### config.mk
export PLATFORM = sky130hd
export DESIGN_NAME = pulse_stretcher
export DESIGN_NICKNAME = d
export VERILOG_FILES = /design/src/rtl/pulse_stretcher.sv
export SDC_FILE = /design/constraint.sdc
export NUM_CORES = 1
export LEC_CHECK = 0
export BUFFER_PORTS_ARGS = -buffer_cell sky130_fd_sc_hd__buf_4
export CORE_MARGIN = 2
export CORE_UTILIZATION = 53
export CTS_CLUSTER_SIZE = 28
export DETAILED_ROUTE_END_ITERATION = 12
export PLACE_DENSITY_LB_ADDON = 0.1
export SLEW_MARGIN = 20
export SYNTH_ARGS = -nofsm -noshare
export SYNTH_HDL_FRONTEND = slang
export SYNTH_SLANG_ARGS = --single-unit
### constraint.sdc
create_clock -name clk_in -period 2.5 [get_ports clk_in]
set_clock_uncertainty 0.2 [all_clocks]
set_input_delay 0.125 -clock clk_in [delete_from_list [all_inputs] [get_ports clk_in]]
set_output_delay 0.125 -clock clk_in [all_outputs]
set_load 0.05 [all_outputs]
### src/rtl/pulse_stretcher.sv
// Pulse stretcher: turns single-cycle event strobes into a fixed-length
// level, followed by an optional guard interval that rejects new pulses.
// Rejected pulses are tallied in a saturating diagnostic counter.
module pulse_stretcher #(
    parameter int HOLD_CYCLES  = 10,   // level_out high time per accepted pulse, >= 1
    parameter int GUARD_CYCLES = 2,    // lockout after the hold, 0 = none
    parameter bit RETRIGGER    = 1'b0, // 1 = pulse during HOLD restarts the hold
    parameter int CNT_W        = 8     // width of drop_cnt
) (
    input  logic             clk_in,
    input  logic             reset,
    input  logic             enable,
    input  logic             pulse_in,
    output logic             level_out,
    output logic             busy,
    output logic             done,
    output logic [CNT_W-1:0] drop_cnt
);

    // The shared down-counter only has to reach the larger of the two
    // interval lengths minus one; a floor of 2 keeps it at least 1 bit wide.
    localparam int MAX_HG = (HOLD_CYCLES > GUARD_CYCLES) ? HOLD_CYCLES : GUARD_CYCLES;
    localparam int CW     = $clog2((MAX_HG > 2) ? MAX_HG : 2);

    localparam logic [CW-1:0] HOLD_LOAD  = CW'(HOLD_CYCLES - 1);
    localparam logic [CW-1:0] GUARD_LOAD = (GUARD_CYCLES > 0) ? CW'(GUARD_CYCLES - 1) : '0;

    typedef enum logic [1:0] {
        IDLE  = 2'd0,
        HOLD  = 2'd1,
        GUARD = 2'd2
    } state_t;

    state_t           state, state_nxt;
    logic [CW-1:0]    cnt, cnt_nxt;
    logic             level_nxt;
    logic             busy_nxt;
    logic             done_nxt;
    logic [CNT_W-1:0] drop_cnt_nxt;
    logic             seen;
    logic             drop;

    assign seen = pulse_in & enable;

    // Next-state, counter and output decode for the IDLE/HOLD/GUARD sequence.
    always_comb begin
        // NOTE: every signal assigned here gets a default first, so no path
        // through the case statement can leave one unassigned and infer a latch.
        state_nxt = state;
        cnt_nxt   = cnt;
        done_nxt  = 1'b0;
        drop      = 1'b0;

        case (state)
            IDLE: begin
                if (seen) begin
                    state_nxt = HOLD;
                    cnt_nxt   = HOLD_LOAD;
                end
            end

            HOLD: begin
                // A retrigger wins even on the final hold edge, so no done
                // strobe is issued when the hold is extended there.
                if (seen && RETRIGGER) begin
                    cnt_nxt = HOLD_LOAD;
                end else begin
                    drop = seen;
                    if (cnt != '0) begin
                        cnt_nxt = cnt - 1'b1;
                    end else begin
                        done_nxt = 1'b1;
                        if (GUARD_CYCLES > 0) begin
                            state_nxt = GUARD;
                            cnt_nxt   = GUARD_LOAD;
                        end else begin
                            state_nxt = IDLE;
                            cnt_nxt   = '0;
                        end
                    end
                end
            end

            GUARD: begin
                // Pulses are rejected right up to and including the last
                // guard edge; acceptance resumes once busy has fallen.
                drop = seen;
                if (cnt == '0) begin
                    state_nxt = IDLE;
                end else begin
                    cnt_nxt = cnt - 1'b1;
                end
            end

            default: begin
                state_nxt = IDLE;
                cnt_nxt   = '0;
            end
        endcase

        level_nxt = (state_nxt == HOLD);
        busy_nxt  = (state_nxt != IDLE);

        // Saturate rather than wrap so a flood of rejects stays visible.
        if (drop && (drop_cnt != {CNT_W{1'b1}})) begin
            drop_cnt_nxt = drop_cnt + 1'b1;
        end else begin
            drop_cnt_nxt = drop_cnt;
        end
    end

    // State register and registered outputs, cleared asynchronously by reset.
    always_ff @(posedge clk_in or posedge reset) begin
        if (reset) begin
            state     <= IDLE;
            cnt       <= '0;
            level_out <= 1'b0;
            busy      <= 1'b0;
            done      <= 1'b0;
            drop_cnt  <= '0;
        end else begin
            // NOTE: non-blocking assignments make every register update from
            // the values present before the edge, independent of statement order.
            state     <= state_nxt;
            cnt       <= cnt_nxt;
            level_out <= level_nxt;
            busy      <= busy_nxt;
            done      <= done_nxt;
            drop_cnt  <= drop_cnt_nxt;
        end
    end

endmodule

* Word-level counts from Yosys, hierarchy flattened
Cells that the tools add are included.
** Operators by class
- Mux-type cells :: 11
- Add/sub/neg operators :: 2
- Eq/ne operators :: 6
- Bitwise gates (word level) :: 1
- Reductions and logical operators :: 7
** Operator list (count)
- 4-bit 2-to-1 mux :: 3
- 4-bit case mux with 3 select lines :: 1
- 8-bit by 1-bit adder with 8-bit output, second input constant :: 1
- 8-bit inequality test, second input constant :: 1
- 2-bit 2-to-1 mux :: 3
- 2-bit case mux with 3 select lines :: 1
- 2-bit by 1-bit == test with 1-bit output, second input constant :: 2
- 4-bit zero test :: 1
- 2-bit inequality test, second input constant :: 2
- 4-bit nonzero test :: 1
- 4-bit by 1-bit subtractor with 4-bit output, second input constant :: 1
- 1-bit 2-to-1 mux :: 3
- 2-bit == test, second input constant :: 1
- 2-bit zero test :: 1
- 2-bit AND reduction :: 1
- 2-bit nonzero test :: 1
- 2-bit OR reduction :: 1
- 1-bit bitwise AND :: 1
- 1-bit logical AND :: 1
** Storage, ports and cells
- Output and inout bits :: 11
- Bits of input ports :: 4
- Bits in registers :: 17

* Longest topological paths before layout
- Depth in word-level cells :: 4
- Depth in mapped cells :: 6
- Depth with buffers taken out :: 6

* Least setup slack after synthesis
No wires, ideal clock.
- Path type :: reg2reg
- From :: register drop_cnt[0]
- To :: register drop_cnt[6]
- Path buffers :: 0
- Setup slack :: 0.434 ns
- Stages on the path, launching flop included :: 6
- Data required time :: 2.153 ns
- Arrival time :: 1.718 ns
- Setup time :: 0.147 ns
- Period minus slack after synthesis :: 2.066 ns
- Path through :: dfrtp_1 > ha_1 > and4_4 > a41oi_4 > and3_1 > xor2_1
** On the way
- Longest elaborated chain between the ends :: 2
- Elaborated cells between the ends (all ways) :: 3
- Classes of those cells :: add/sub (1); eq/ne (1); reduce/logical (1)
** RTL lines
- from (decl) :: line 17 : output logic [CNT_W-1:0] drop_cnt
- from (signal assigned) :: line 129 : drop_cnt <= drop_cnt_nxt;
- parallel branches: the longest is 2 deep, another holds 8-bit by 1-bit adder with 8-bit output
Parallel ways; which one is timed is not known.
A chain may end at the register's enable or synchronous reset.

* Worst setup path in the final report
- From :: register state[1]
- To :: register drop_cnt[1]
** On the way
- Longest elaborated chain between the ends :: 4
- Elaborated cells between the ends (all ways) :: 5
- Classes of those cells :: eq/ne (2); mux (1); reduce/logical (2)
** RTL lines
- from (decl) :: line 34 : state_t state, state_nxt;
- from (signal assigned) :: line 124 : state <= state_nxt;
- 2-bit == test / 2-bit by 1-bit == test with 1-bit output (equally long branches) :: line 54 : case (state)
- 2-bit OR reduction (no source line) (*)
- 1-bit 2-to-1 mux (*)
- 1-bit logical AND (*) :: line 105 : if (drop && (drop_cnt != {CNT_W{1'b1}})) begin
Every way passes the cells marked *; elsewhere a longest branch is shown, timed or not.

==> flow_metrics.py <==
metrics = {
    "routing": {
        "vias": 682,
        "routedWlPerCell_um": 14.6,
        "drc_errors": 0,
        "drt-pass1-iter-count": 4,
        "routed_via_density": 5.78,
        "dr.first_iter.drc_count": 13,
        "ant_nets": 0,
        "routed_wl_um": 1720,
    },
    "final_layout": {
        "nets": 113,
        "num_antenna_cells": 0,
        "regArea_um2": 425,
        "multi_input_area_um2": 462,
        "syn2layout_area_growth_pct": 20.2,
        "layout-drive-gt1-share_pct": 26.5,
        "fillers": 127,
    },
    "cts": {
        "htreeDepth": 1,
        "cts_hold_buf": 3,
        "clockBufferDepth": 2,
        "clkTransAtPathRegs_ps": 100,
        "clk_latency_ps": 280,
        "clock_sinks": 17,
        "cts_made_buffers": 3,
        "tritoncts": "built",
        "root_buffer": "clkbuf_4",
        "ctsResizeCount": 0,
        "postCtsSetupBuffers": 0,
    },
    "power": {
        "leakagePower_nw": 0.517,
        "ir_drop_mv": 0.697,
        "p_per_area_mw_per_mm2": 1200,
        "p_total_w": 0.00130,
    },
    "setup_path": {
        "slowest_stage": "dfrtp_1",
        "cp_max_fo": 8,
        "worst-path-buf-inv": 1,
        "cp_data_required_time_ps": 2480,
        "cpPeakStageDelay_ps": 460,
        "worstPathCellList": "inv_1 -> ha_1 -> nand3_1 -> a41oi_4 -> mux2_1",
        "cpLargestDelayFamily": "flip-flops",
        "critPathLaunchType": "flop",
        "worstPathArrival_ps": 1890,
        "path_class": "flop to flop",
        "end_kind": "flop",
    },
    "logic_synthesis": {
        "synth.avg_cell_area_um2": 11.2,
        "yosys.area.top_type_share_pct": 47.0,
        "synth_commonest_cells": "dfrtp_1 (17), nand2_1 (8), ha_1 (6)",
        "synth_edf_count": 0,
        "synth_nets": 91,
        "yosysTopAreaCell": "dfrtp_1",
        "syn_area_um2": 906,
        "synth_cell_types": 32,
        "synth_ff_type": "dfrtp_1",
        "yosysWarnings": 0,
        "yosysMostFrequentCell": "dfrtp_1",
        "synth_cells": 81,
        "synth_area_leaders": "dfrtp_1 (47%), ha_1 (8.3%), xnor2_1 (4.8%)",
        "synth-seq-area-share_pct": 47.0,
        "ys_ff_latch": 17,
        "ys_async_sr_fraction_pct": 100,
    },
    "sta": {
        "finalSetupViolCount": 0,
        "drv_slew": 0,
        "fin_setup_tns_ps": 0,
        "tightest_slew_ps": 637,
        "rsz0062_at_grt": "false",
        "period_minus_slack_ps": 1910,
        "maxSlewHeadroom_pct": 57.5,
        "timing.fmax_mhz": 524,
        "holdWs_ps": 73.6,
        "fin_crit_sh_pct": 76.3,
        "hold_viol_final": 0,
    },
    "place": {
        "gp_congestion": 0.848,
        "dp_hpwl_um": 1290,
        "io_buffers": 14,
    },
    "grt": {
        "grt_max_degree": 18,
        "antenna_found_initial": 0,
        "grt_overflow": 0,
        "grt_pass1_wl_um": 3080,
        "gr-usage-all-layers_pct": 20.5,
        "grt_pass1_vias": 696,
    },
    "status": {
        "outcome": "finished clean",
    },
    "job": {
        "maxCapViolCount": 0,
    },
    "worst_hold_path": {
        "holdCritPathClass": "input port to flop",
    },
    "floorplanning": {
        "die_y_um": 45.3,
        "num_rows": 14,
        "io_pins": 15,
        "dieArea_mm2": 0.00206,
        "core-area_mm2": 0.00156,
        "initial_core_util_pct": 58.1,
        "die_width_um": 45.3,
    },
}
## per-stage QoR
step / cells / setup WS (ps) / area (um2) / utilization [%]
detailed placement: 111 / 605 / 1030 / 66.1
finish: 118 / 592 / 1090 / 69.8
global route: 118 / 479 / 1090 / 69.8
global placement: 111 / 624 / 1030 / 66.1
floorplan: 81 / 434 / 906 / -
CTS: 118 / 589 / 1090 / 69.8
## layout by cell type, fill, tap and decap left out, drive strengths merged, types with 2 or more instances in the layout
master	instances
inv	5
clkbuf	3
dlygate4sd3	3
nand2b	2
nand2	8
o21ai	4
nor2	3
nand4	3
xor2	2
nand3	3
dfrtp	17
xnor2	5
or2	2
ha	6
nor3	3
buf	14
## power by group
| part | internal [W] | total, W | leakage, nW | switching [W] |
|---|---|---|---|---|
| Clock | 0.0000593 | 0.000146 | 0.0177 | 0.0000864 |
| Combinational | 0.000270 | 0.000697 | 0.279 | 0.000427 |
| Sequential | 0.000367 | 0.000461 | 0.220 | 0.0000942 |
| Total | 0.000697 | 0.00130 | 0.517 | 0.000607 |
## routing by layer
layer,up-vias,GRT usage [%],wire length (um)
met5,-,0,0
met4,0,6.47,21
li1,331,-,-
met2,16,36.3,862
met1,333,26.0,782
met3,2,2.40,54
## worst paths after layout
kind,from,endpoint,slack [ps],cells past startpoint
max reg2reg,state[1],drop_cnt[1],590,5
max,state[1],drop_cnt[1],590,5
max in group asynchronous,reset,drop_cnt[7],1410,3
min in group asynchronous,reset,drop_cnt[6],280,3
min reg2reg,drop_cnt[4],drop_cnt[4],330,1
min,pulse_in,cnt[2],70,4
## cell type report
| class | instances | share of cell area (%) |
|---|---|---|
| inverters | 5 | 1.72 |
| well taps | 16 | 1.84 |
| flip-flops and latches | 17 | 39.1 |
| multi-input cells | 59 | 42.4 |
| clock buffers | 3 | 2.07 |
| clock inverters | 1 | 0.460 |
| repair buffers | 17 | 12.4 |
## cell families after synthesis
logic type	count (synthesis)	share of synthesized area (%)
AND/OR/NAND/NOR	32	20.3
multiplexers	1	1.24
adder cells (fa/ha/maj)	6	8.29
buffers and inverters	5	2.07
flip-flops	17	47.0
AO/OA/AOI/OAI	13	14.4
XOR/XNOR	7	6.77
## sequential cells by signal, summed over array words and instances (netlist names)
name,cells
level_out,1
busy,1
state,2
cnt,4
drop_cnt,8
done,1
## tightest hold or removal path, cell delays in order
cell	delay (ps)
buf_4	90
a21boi_2	90
o21ai_0	160
nand2_1	50
Note: power is estimated with default switching activity, not from simulation.
